File: src/rtl/sa_sched_pkg.sv
// Shared types and default widths for the systolic-array job scheduler.
package sa_sched_pkg;

    localparam int ADDR_W_DEF = 8;
    localparam int ID_W_DEF   = 4;

    typedef enum logic [2:0] {
        IDLE,
        CLEAR,
        LAUNCH,
        RUN,
        DONE,
        FLUSH
    } state_t;

    typedef struct packed {
        logic [ADDR_W_DEF-1:0] base_a;
        logic [ADDR_W_DEF-1:0] base_b;
        logic [ID_W_DEF-1:0]   id;
    } job_t;

endpackage

File: src/rtl/sa_job_fifo.sv
// Synchronous job FIFO with flush; pointers wrap naturally because DEPTH is a power of two.
module sa_job_fifo
    import sa_sched_pkg::*;
#(
    parameter type entry_t = job_t,
    parameter int  DEPTH   = 4,
    localparam int PTR_W   = $clog2(DEPTH),
    localparam int CNT_W   = PTR_W + 1
) (
    input  logic             clk,
    input  logic             rst,
    input  logic             push,
    input  entry_t           push_data,
    input  logic             pop,
    input  logic             flush,
    output entry_t           head,
    output logic [CNT_W-1:0] count,
    output logic             full,
    output logic             empty
);

    entry_t           mem [DEPTH];
    logic [PTR_W-1:0] rd_ptr;
    logic [PTR_W-1:0] wr_ptr;
    logic             do_push;
    logic             do_pop;

    assign full    = (count == CNT_W'(DEPTH));
    assign empty   = (count == '0);
    assign do_push = push && !full && !flush;
    assign do_pop  = pop && !empty && !flush;
    assign head    = mem[rd_ptr];

    always_ff @(posedge clk or posedge rst) begin
        if (rst) begin
            rd_ptr <= '0;
            wr_ptr <= '0;
            count  <= '0;
        end else if (flush) begin
            rd_ptr <= '0;
            wr_ptr <= '0;
            count  <= '0;
        end else begin
            if (do_push) wr_ptr <= wr_ptr + 1'b1;
            if (do_pop)  rd_ptr <= rd_ptr + 1'b1;
            case ({do_push, do_pop})
                2'b10:   count <= count + 1'b1;
                2'b01:   count <= count - 1'b1;
                default: count <= count;
            endcase
        end
    end

    // Storage needs no reset: an entry is only read after it has been written.
    always_ff @(posedge clk) begin
        if (do_push) mem[wr_ptr] <= push_data;
    end

endmodule

File: src/rtl/sa_job_scheduler.sv
// Job scheduler for the mem_fifo_sa datapath: queues jobs, then clears, launches,
// times and reports each one in order.
module sa_job_scheduler
    import sa_sched_pkg::*;
#(
    parameter int  DIM        = 5,
    parameter int  ADDR_W     = ADDR_W_DEF,
    parameter int  ID_W       = ID_W_DEF,
    parameter int  QDEPTH     = 4,
    parameter int  RUN_CYCLES = 3*DIM - 1,
    localparam int QCNT_W     = $clog2(QDEPTH) + 1
) (
    input  logic              clk,
    input  logic              rst,
    input  logic              job_valid,
    output logic              job_ready,
    input  logic [ADDR_W-1:0] job_base_a,
    input  logic [ADDR_W-1:0] job_base_b,
    input  logic [ID_W-1:0]   job_id,
    input  logic              abort,
    output logic              sa_clr,
    output logic              sa_init,
    output logic [ADDR_W-1:0] sa_base_a,
    output logic [ADDR_W-1:0] sa_base_b,
    output logic              done_valid,
    input  logic              done_ready,
    output logic [ID_W-1:0]   done_id,
    output logic              busy,
    output logic [QCNT_W-1:0] q_count
);

    localparam int RUN_W = (RUN_CYCLES > 1) ? $clog2(RUN_CYCLES) : 1;

    typedef struct packed {
        logic [ADDR_W-1:0] base_a;
        logic [ADDR_W-1:0] base_b;
        logic [ID_W-1:0]   id;
    } entry_t;

    state_t           state;
    state_t           state_nxt;
    logic [RUN_W-1:0] run_cnt;
    logic [RUN_W-1:0] run_cnt_nxt;
    logic             q_push;
    logic             q_pop;
    logic             q_full;
    logic             q_empty;
    entry_t           q_in;
    entry_t           q_head;

    assign job_ready = !q_full && !abort;
    assign q_push    = job_valid && job_ready;
    assign q_in      = '{base_a: job_base_a, base_b: job_base_b, id: job_id};

    sa_job_fifo #(
        .entry_t (entry_t),
        .DEPTH   (QDEPTH)
    ) u_fifo (
        .clk       (clk),
        .rst       (rst),
        .push      (q_push),
        .push_data (q_in),
        .pop       (q_pop),
        .flush     (abort),
        .head      (q_head),
        .count     (q_count),
        .full      (q_full),
        .empty     (q_empty)
    );

    // abort wins over every state so the datapath always gets a final clear.
    always_comb begin
        state_nxt   = state;
        run_cnt_nxt = run_cnt;
        q_pop       = 1'b0;
        if (abort) begin
            state_nxt = FLUSH;
        end else begin
            case (state)
                IDLE: begin
                    if (!q_empty) begin
                        q_pop     = 1'b1;
                        state_nxt = CLEAR;
                    end
                end
                CLEAR:  state_nxt = LAUNCH;
                LAUNCH: begin
                    run_cnt_nxt = RUN_W'(RUN_CYCLES - 1);
                    state_nxt   = RUN;
                end
                RUN: begin
                    if (run_cnt == '0) state_nxt = DONE;
                    else               run_cnt_nxt = run_cnt - 1'b1;
                end
                DONE: begin
                    if (done_ready) state_nxt = IDLE;
                end
                FLUSH:   state_nxt = IDLE;
                default: state_nxt = IDLE;
            endcase
        end
    end

    always_ff @(posedge clk or posedge rst) begin
        if (rst) begin
            state     <= IDLE;
            run_cnt   <= '0;
            sa_base_a <= '0;
            sa_base_b <= '0;
            done_id   <= '0;
        end else begin
            state   <= state_nxt;
            run_cnt <= run_cnt_nxt;
            if (q_pop) begin
                sa_base_a <= q_head.base_a;
                sa_base_b <= q_head.base_b;
                done_id   <= q_head.id;
            end
        end
    end

    // Decoded straight from state so an async reset clears them at once.
    assign sa_clr     = (state == CLEAR) || (state == FLUSH);
    assign sa_init    = (state == LAUNCH);
    assign done_valid = (state == DONE);
    assign busy       = (state != IDLE);

endmodule

File: config.mk
export PLATFORM = sky130hd
export DESIGN_NAME = sa_job_scheduler
export DESIGN_NICKNAME = d
export VERILOG_FILES = /design/src/rtl/sa_sched_pkg.sv /design/src/rtl/sa_job_fifo.sv /design/src/rtl/sa_job_scheduler.sv
export SDC_FILE = /design/constraint.sdc
export NUM_CORES = 1
export LEC_CHECK = 0
export BUFFER_PORTS_ARGS = -buffer_cell sky130_fd_sc_hd__clkbuf_2
export CELL_PAD_IN_SITES_DETAIL_PLACEMENT = 0
export CELL_PAD_IN_SITES_GLOBAL_PLACEMENT = 1
export CORE_ASPECT_RATIO = 0.75
export CORE_UTILIZATION = 51
export CTS_BUF_LIST = sky130_fd_sc_hd__clkbuf_4 sky130_fd_sc_hd__clkbuf_8
export DETAILED_ROUTE_END_ITERATION = 10
export PLACE_DENSITY_LB_ADDON = 0.1
export RECOVER_POWER = 50
export SLEW_MARGIN = 10
export SYNTH_ARGS = -nofsm -noshare
export SYNTH_HDL_FRONTEND = slang
export SYNTH_SLANG_ARGS = --single-unit
File: constraint.sdc
create_clock -name clk -period 3.3 [get_ports clk]
set_input_delay 0.66 -clock clk [delete_from_list [all_inputs] [get_ports clk]]
set_output_delay 0.66 -clock clk [all_outputs]
set_load 0.03 [all_outputs]
==> flow_summary.json, run 1 <==
{
  "status": "finished, violations left",
  "violations": "DRC, capacitance limit, slew limit",
  "yosysUniqueCellTypes": 43,
  "cts-buffers-inserted": 17,
  "power.total_mw": 3.612,
  "worst_pin_slew_ns": 2.060,
  "route.detailed.drc": 3,
  "top_level_ports": 53,
  "post_cts.repair.setup_buffers": 0,
  "post-synth-top-count-cell": "edfxtp_1",
  "synth-adder-area-share_pct": 1.802,
  "netlist_instances": 248,
  "intPower_mw": 2.570,
  "avgViaCountPerCell": 5.399,
  "wl_um": 7873,
  "cts_sinks": 114,
  "ys.flop_type": "edfxtp_1",
  "antenna_found_initial": 0,
  "dr.pass1.iters": 9,
  "overflow": 0,
  "setup_viol": 0,
  "cts_hold_buf": 0,
  "netlist_area_um2": 4582,
  "layout-drive-gt1-share_pct": 29.61,
  "cts_resized": 0,
  "p_seq_share_pct": 49.5,
  "relSlewSlack_pct": -37.35,
  "cap_violations": 1,
  "clk_pin_slew_ns": 0.06,
  "fp.dieW_um": 111.4,
  "synth_top_area_share_pct": 52.43,
  "globalRouteTotalUtil_pct": 19.67,
  "timing.fmax_mhz": 401.6,
  "hp-class": "reg2reg",
  "post-route-util_pct": 61.52,
  "clockRootBuffer": "clkbuf_8",
  "synthXorXnorAreaFrac_pct": 0.7646,
  "portBuffers": 52,
  "cp-start-kind": "register",
  "insertion_delay_ns": 0.42,
  "rows": 29,
  "vdd_drop_max_mv": 0.4094,
  "path_max_fanout": 9,
  "hold_ws_ns": 0.4817,
  "die_h_um": 84.09,
  "syn_nets": 279,
  "start_util_pct": 53.28,
  "yosys-top-cells-area": "edfxtp_1 (52%), dfrtp_1 (19%), mux4_2 (9.8%), mux2_1 (2.7%), mux2_2 (2.5%)",
  "post-route-min-period_ns": 2.490,
  "critPathKind": "reg2out",
  "synth-simple-area-share_pct": 6.745,
  "leakage_nw": 1.951,
  "finClkSkew_ns": 0.008881,
  "tns_ns": 0,
  "drt_iter0_drc": 169,
  "gp_congestion": 0.7688,
  "clock_path_buffers": 2,
  "synth_mux_area_share_pct": 15.21,
  "areaGrowthSynthToFinish_pct": 15.46,
  "finalMaxSlewViolations": 35,
  "critPathRequiredTime_ns": 2.64,
  "synth_largest_area_cell": "edfxtp_1",
  "grt_start_max_net_pins": 35,
  "grt_pass1_wl_um": 13080,
  "power_density_nw_per_um2": 682.9,
  "critPathCaptureType": "output port",
  "first_global_vias": 2427,
  "ys_ff_latch": 114,
  "async_reset_ff_share_pct": 29.82,
  "insertedDiodeCount": 0,
  "comb_power_share_pct": 18.9,
  "cts_tree": "built",
  "ys.warnings.count": 0,
  "ant_nets": 0,
  "vias": 2370,
  "worstPathArrival_ns": 1.83,
  "synthTopCellsByCount": "edfxtp_1 (80), dfrtp_1 (34), mux4_2 (20), mux2_1 (11)",
  "clockPowerShare_pct": 31.5,
  "power.share.switching_pct": 28.86,
  "coreArea_um2": 8600,
  "switching_power_mw": 1.043,
  "final_nets": 349,
  "synth_compound_area_share_pct": 2.458,
  "synth_top_family_by_area": "multiplexers",
  "rsz0062_at_grt": "no",
  "hpwlAfterDp_um": 4762,
  "htreeDepth": 4,
  "ys_seq_area_share_pct": 71.00,
  "hold_violations": 0,
  "synth_edf_count": 80,
  "detail_route.wl_per_cell_um": 17.93,
  "period_share_pct": 75.46,
  "dieArea_um2": 9371,
  "syn_area_per_cell_um2": 18.48
}
-- state kept, by name (all words and copies together) (netlist names) --
name and count:
u_fifo.mem 80, done_id 4, u_fifo.rd_ptr 2, run_cnt 4, u_fifo.count 3, u_fifo.wr_ptr 2, sa_base_a 8, sa_base_b 8
state 3
-- critical path, stage by stage, from the launching register on --
cell,delay (ns)
dfrtp_1,0.48
nor3b_1,0.61
clkbuf_2,0.32
-- per-stage QoR --
step                cell area [um2]  cells  setup WS (ns)
finish                         5290    439         0.8099
global route                   5290    439         0.6446
CTS                            5333    439         0.7691
detailed placement             4975    407         0.8618
global placement               4975    407         0.9319
floorplan                      4582    248         0.6881
-- area by class of cell --
cell class,count,area (um2)
clock buffers,26,326.6
inverters,6,22.52
well taps,108,135.1
repair buffers,61,285.3
multi-input cells,118,1236
flip-flops and latches,114,3253
fillers,645,3309
clock inverters,6,31.28
-- final timing paths --
kind | start | cells after the start | slack, ns | to
max | state[1] | 2 | 0.81 | sa_init
min | sa_base_a[1] | 1 | 0.48 | sa_base_a[1]
max reg2reg | u_fifo.count[2] | 7 | 0.82 | u_fifo.count[2]
min reg2reg | sa_base_a[1] | 1 | 0.48 | sa_base_a[1]
max in group asynchronous | rst | 3 | 1.15 | done_id[1]
min in group asynchronous | rst | 3 | 0.96 | done_id[3]
-- power by group through the flow --
stage               Sequential, mW  Combinational [mW]  Clock [mW]
finish                        1.79               0.683        1.14
global route                  1.81               0.732        1.24
CTS                           1.79               0.709        1.18
detailed placement            1.82               0.705           0
global placement              1.81               0.702           0
floorplan                     2.03               0.271           0
-- per-layer routing --
layer  routed length, um  track usage [%]  vias up
li1                    -                -     1111
met2                3511            27.84       54
met5                   0                0        -
met4                 131            10.44        0
met3                 336            6.318       12
met1                3892            27.34     1193
-- cell families after synthesis --
kind of cell	count (synthesis)
compound gates	17
xor+xnor	4
fa+ha+maj	6
buf+inv	16
flops	114
mux	42
simple gates	49
-- cells in the final DEF, fill, tap and decap left out, types with 2 or more instances in the layout --
master    instances
xnor2_1           4
buf_4             7
a31oi_1           2
a21oi_1           3
edfxtp_1         80
clkbuf_4          5
nor4_1            2
inv_1             6
clkbuf_2         24
nor3_1            6
and2_1            4
a211o_1           2
clkinv_2          4
clkbuf_8         21
nand3_1           2
o21ai_0           4
mux2_1           11
dfrtp_1          34
clkbuf_1         30
nor3b_1           5
nand2b_1          4
mux4_2           20
nor2_1           10
nor2b_1           4
ha_1              5
mux2_2           10
Note: power is estimated with default switching activity, not from simulation.
==> inputs of run 2 (changes only) <==
- CORE_UTILIZATION: 51 -> 46
- clock period: 3.3 -> 2.2 ns (I/O delays scaled with it)
==> run 2 against run 1 <==
Net effect:
- the flow now finishes without violations
- routed wire length increased by 0.81%
- die area increased by 11%
- sequential power increased by 50%
- first-iteration DRC count decreased by 5.9%
- combinational power increased by 54%
- design area increased by 3.7%
- critical path type is now reg2reg
- critical path depth increased by 5
- register-to-register slack got worse by 0.68 ns
- worst hold slack got worse by 0.45 ns
==> flow_summary.json, run 2 (synthesis results as in run 1) <==
{
  "post-route-util_pct": 56.81,
  "period_share_pct": 93.42,
  "path_cells": "nor3_4 > nor3_4 > nor2b_4 > fa_2 > and3_4 > or3b_1 > a31oi_1",
  "setup_viol": 0,
  "ant_nets": 0,
  "die_h_um": 88.43,
  "portBuffers": 52,
  "multi_input_comb_area_um2": 1257,
  "route.detailed.drc": 0,
  "power_density_nw_per_um2": 1007,
  "grt_pass1_wl_um": 12440,
  "rr_worst_depth": 7,
  "cp-startpoint": "u_fifo.count[2]",
  "globalRouteTotalUtil_pct": 17.48,
  "vdd_drop_max_mv": 0.5733,
  "finClkSkew_ns": 0.01200,
  "cts_sinks": 114,
  "cap_violations": 0,
  "cp_slowest_stage_delay_ns": 0.48,
  "final_nets": 359,
  "hp-class": "in2async",
  "avgViaCountPerCell": 5.076,
  "status": "finished, final reports clean",
  "finalMaxSlewViolations": 0,
  "critPathCaptureType": "register",
  "insertion_delay_ns": 0.41,
  "cp-start-kind": "register",
  "critPathKind": "reg2reg",
  "rsz0062_at_grt": "no",
  "r2r_slack_ns": 0.14,
  "regArea_um2": 3256,
  "detail_route.wl_per_cell_um": 16.82,
  "wl_um": 7937,
  "clockRootBuffer": "clkbuf_8",
  "fin_area_um2": 5487,
  "path_common_cell": "nor3_4",
  "vias": 2396,
  "coreArea_um2": 9658,
  "hold_violations": 0,
  "drt_iter0_drc": 159,
  "leakage_nw": 2.023,
  "cts_hold_buf": 0,
  "nFillCells": 800,
  "final_common_cell": "edfxtp_1",
  "cts_tree": "built",
  "insertedDiodeCount": 0,
  "top_level_ports": 53,
  "relSlewSlack_pct": 17.78,
  "start_util_pct": 47.44,
  "dieArea_um2": 10370,
  "placed_cell_area_um2": 5166,
  "rows": 31,
  "path_max_fanout": 8,
  "post-route-min-period_ns": 2.055,
  "layout-drive-gt1-share_pct": 32.06,
  "grt_start_max_net_pins": 24,
  "max_flop_register": "u_fifo.mem",
  "clk_pin_slew_ns": 0.06,
  "worst_pin_slew_ns": 1.233,
  "antenna_found_initial": 0,
  "r2r_start": "u_fifo.count[2]",
  "largest_reg_flops": 80,
  "cts-buffers-inserted": 17,
  "htreeDepth": 4,
  "areaGrowthSynthToFinish_pct": 19.74,
  "top_regs": "u_fifo.mem (80), sa_base_a (8), sa_base_b (8)",
  "crit_end": "u_fifo.count[2]",
  "crit_path_top_delay_cell": "dfrtp_1",
  "fp.dieW_um": 117.2,
  "first_global_vias": 2316,
  "dr.pass1.iters": 4,
  "worstPathArrival_ns": 2.39,
  "power.total_mw": 5.522,
  "hpwlAfterDp_um": 4951,
  "final_cell_mix": "edfxtp_1 (80), dfrtp_1 (32), clkbuf_1 (31), clkbuf_2 (22), clkbuf_8 (21)",
  "critPathRequiredTime_ns": 2.53,
  "post_cts.repair.setup_buffers": 0,
  "rr_endpoint": "u_fifo.count[2]",
  "clock_path_buffers": 2,
  "overflow": 0,
  "timing.fmax_mhz": 486.5,
  "cts_resized": 0,
  "gp_congestion": 0.7222
}
-- run 2: cell types whose count changed in the layout (fill, tap and decap cells not counted), moves of 2 or more --
cell and delta:
clkbuf_4 -2, buf_12 +4, dfrtp_1 -2, buf_4 +6, clkbuf_2 -2, dfrtp_2 +2
-- run 2: worst max-delay path, delay by kind of cell, from the launching register on --
| family | cells | cell delay [ns] |
|---|---|---|
| compound gates | 1 | 0.14 |
| flops | 1 | 0.48 |
| fa+ha+maj | 1 | 0.39 |
| simple gates | 5 | 0.96 |
-- run 2: area by class of cell --
class / count / area share, %
clock inverter: 7 / 1.049
inverter: 6 / 0.4105
clock buffer: 24 / 5.678
timing repair buffer: 71 / 7.594
multi-input combinational: 118 / 22.92
sequential: 114 / 59.34
tap: 132 / 3.010
-- run 2: worst min-delay path by stage --
stage	to	cells after the start	slack [ns]
2_1_floorplan	run_cnt[0]	2	0.53
3_3_place_gp	sa_base_b[1]	1	0.47
3_5_place_dp	sa_base_b[3]	1	0.48
4_1_cts	sa_base_b[4]	2	0.06
5_1_grt	sa_base_b[4]	2	0.05
6_report	sa_base_b[4]	2	0.03
-- run 2: metal layers --
layer	share of wire, %	GRT usage (%)	up-vias
met5	0	0	-
met1	49	24.58	1208
li1	-	-	1136
met3	4.7	7.466	2
met4	0.43	5.524	0
met2	46	24.71	50
-- run 2: report_power, final --
part           internal, mW  switching [mW]  total, mW
clock                  1.03           0.749       1.78
combinational         0.377           0.678       1.05
sequential             2.55           0.136       2.69
-- run 2: through the flow --
stage	hold slack (ns)	setup WS, ns	std cells	setup TNS (ns)
after floorplan	0.5277	-0.1719	248	-0.1986
after CTS	0.06380	0.1430	472	0
after detailed placement	0.4756	0.09882	441	0
final	0.03168	0.1447	472	0
after global placement	0.4666	0.1306	441	0
after global routing	0.05436	0.03903	472	0
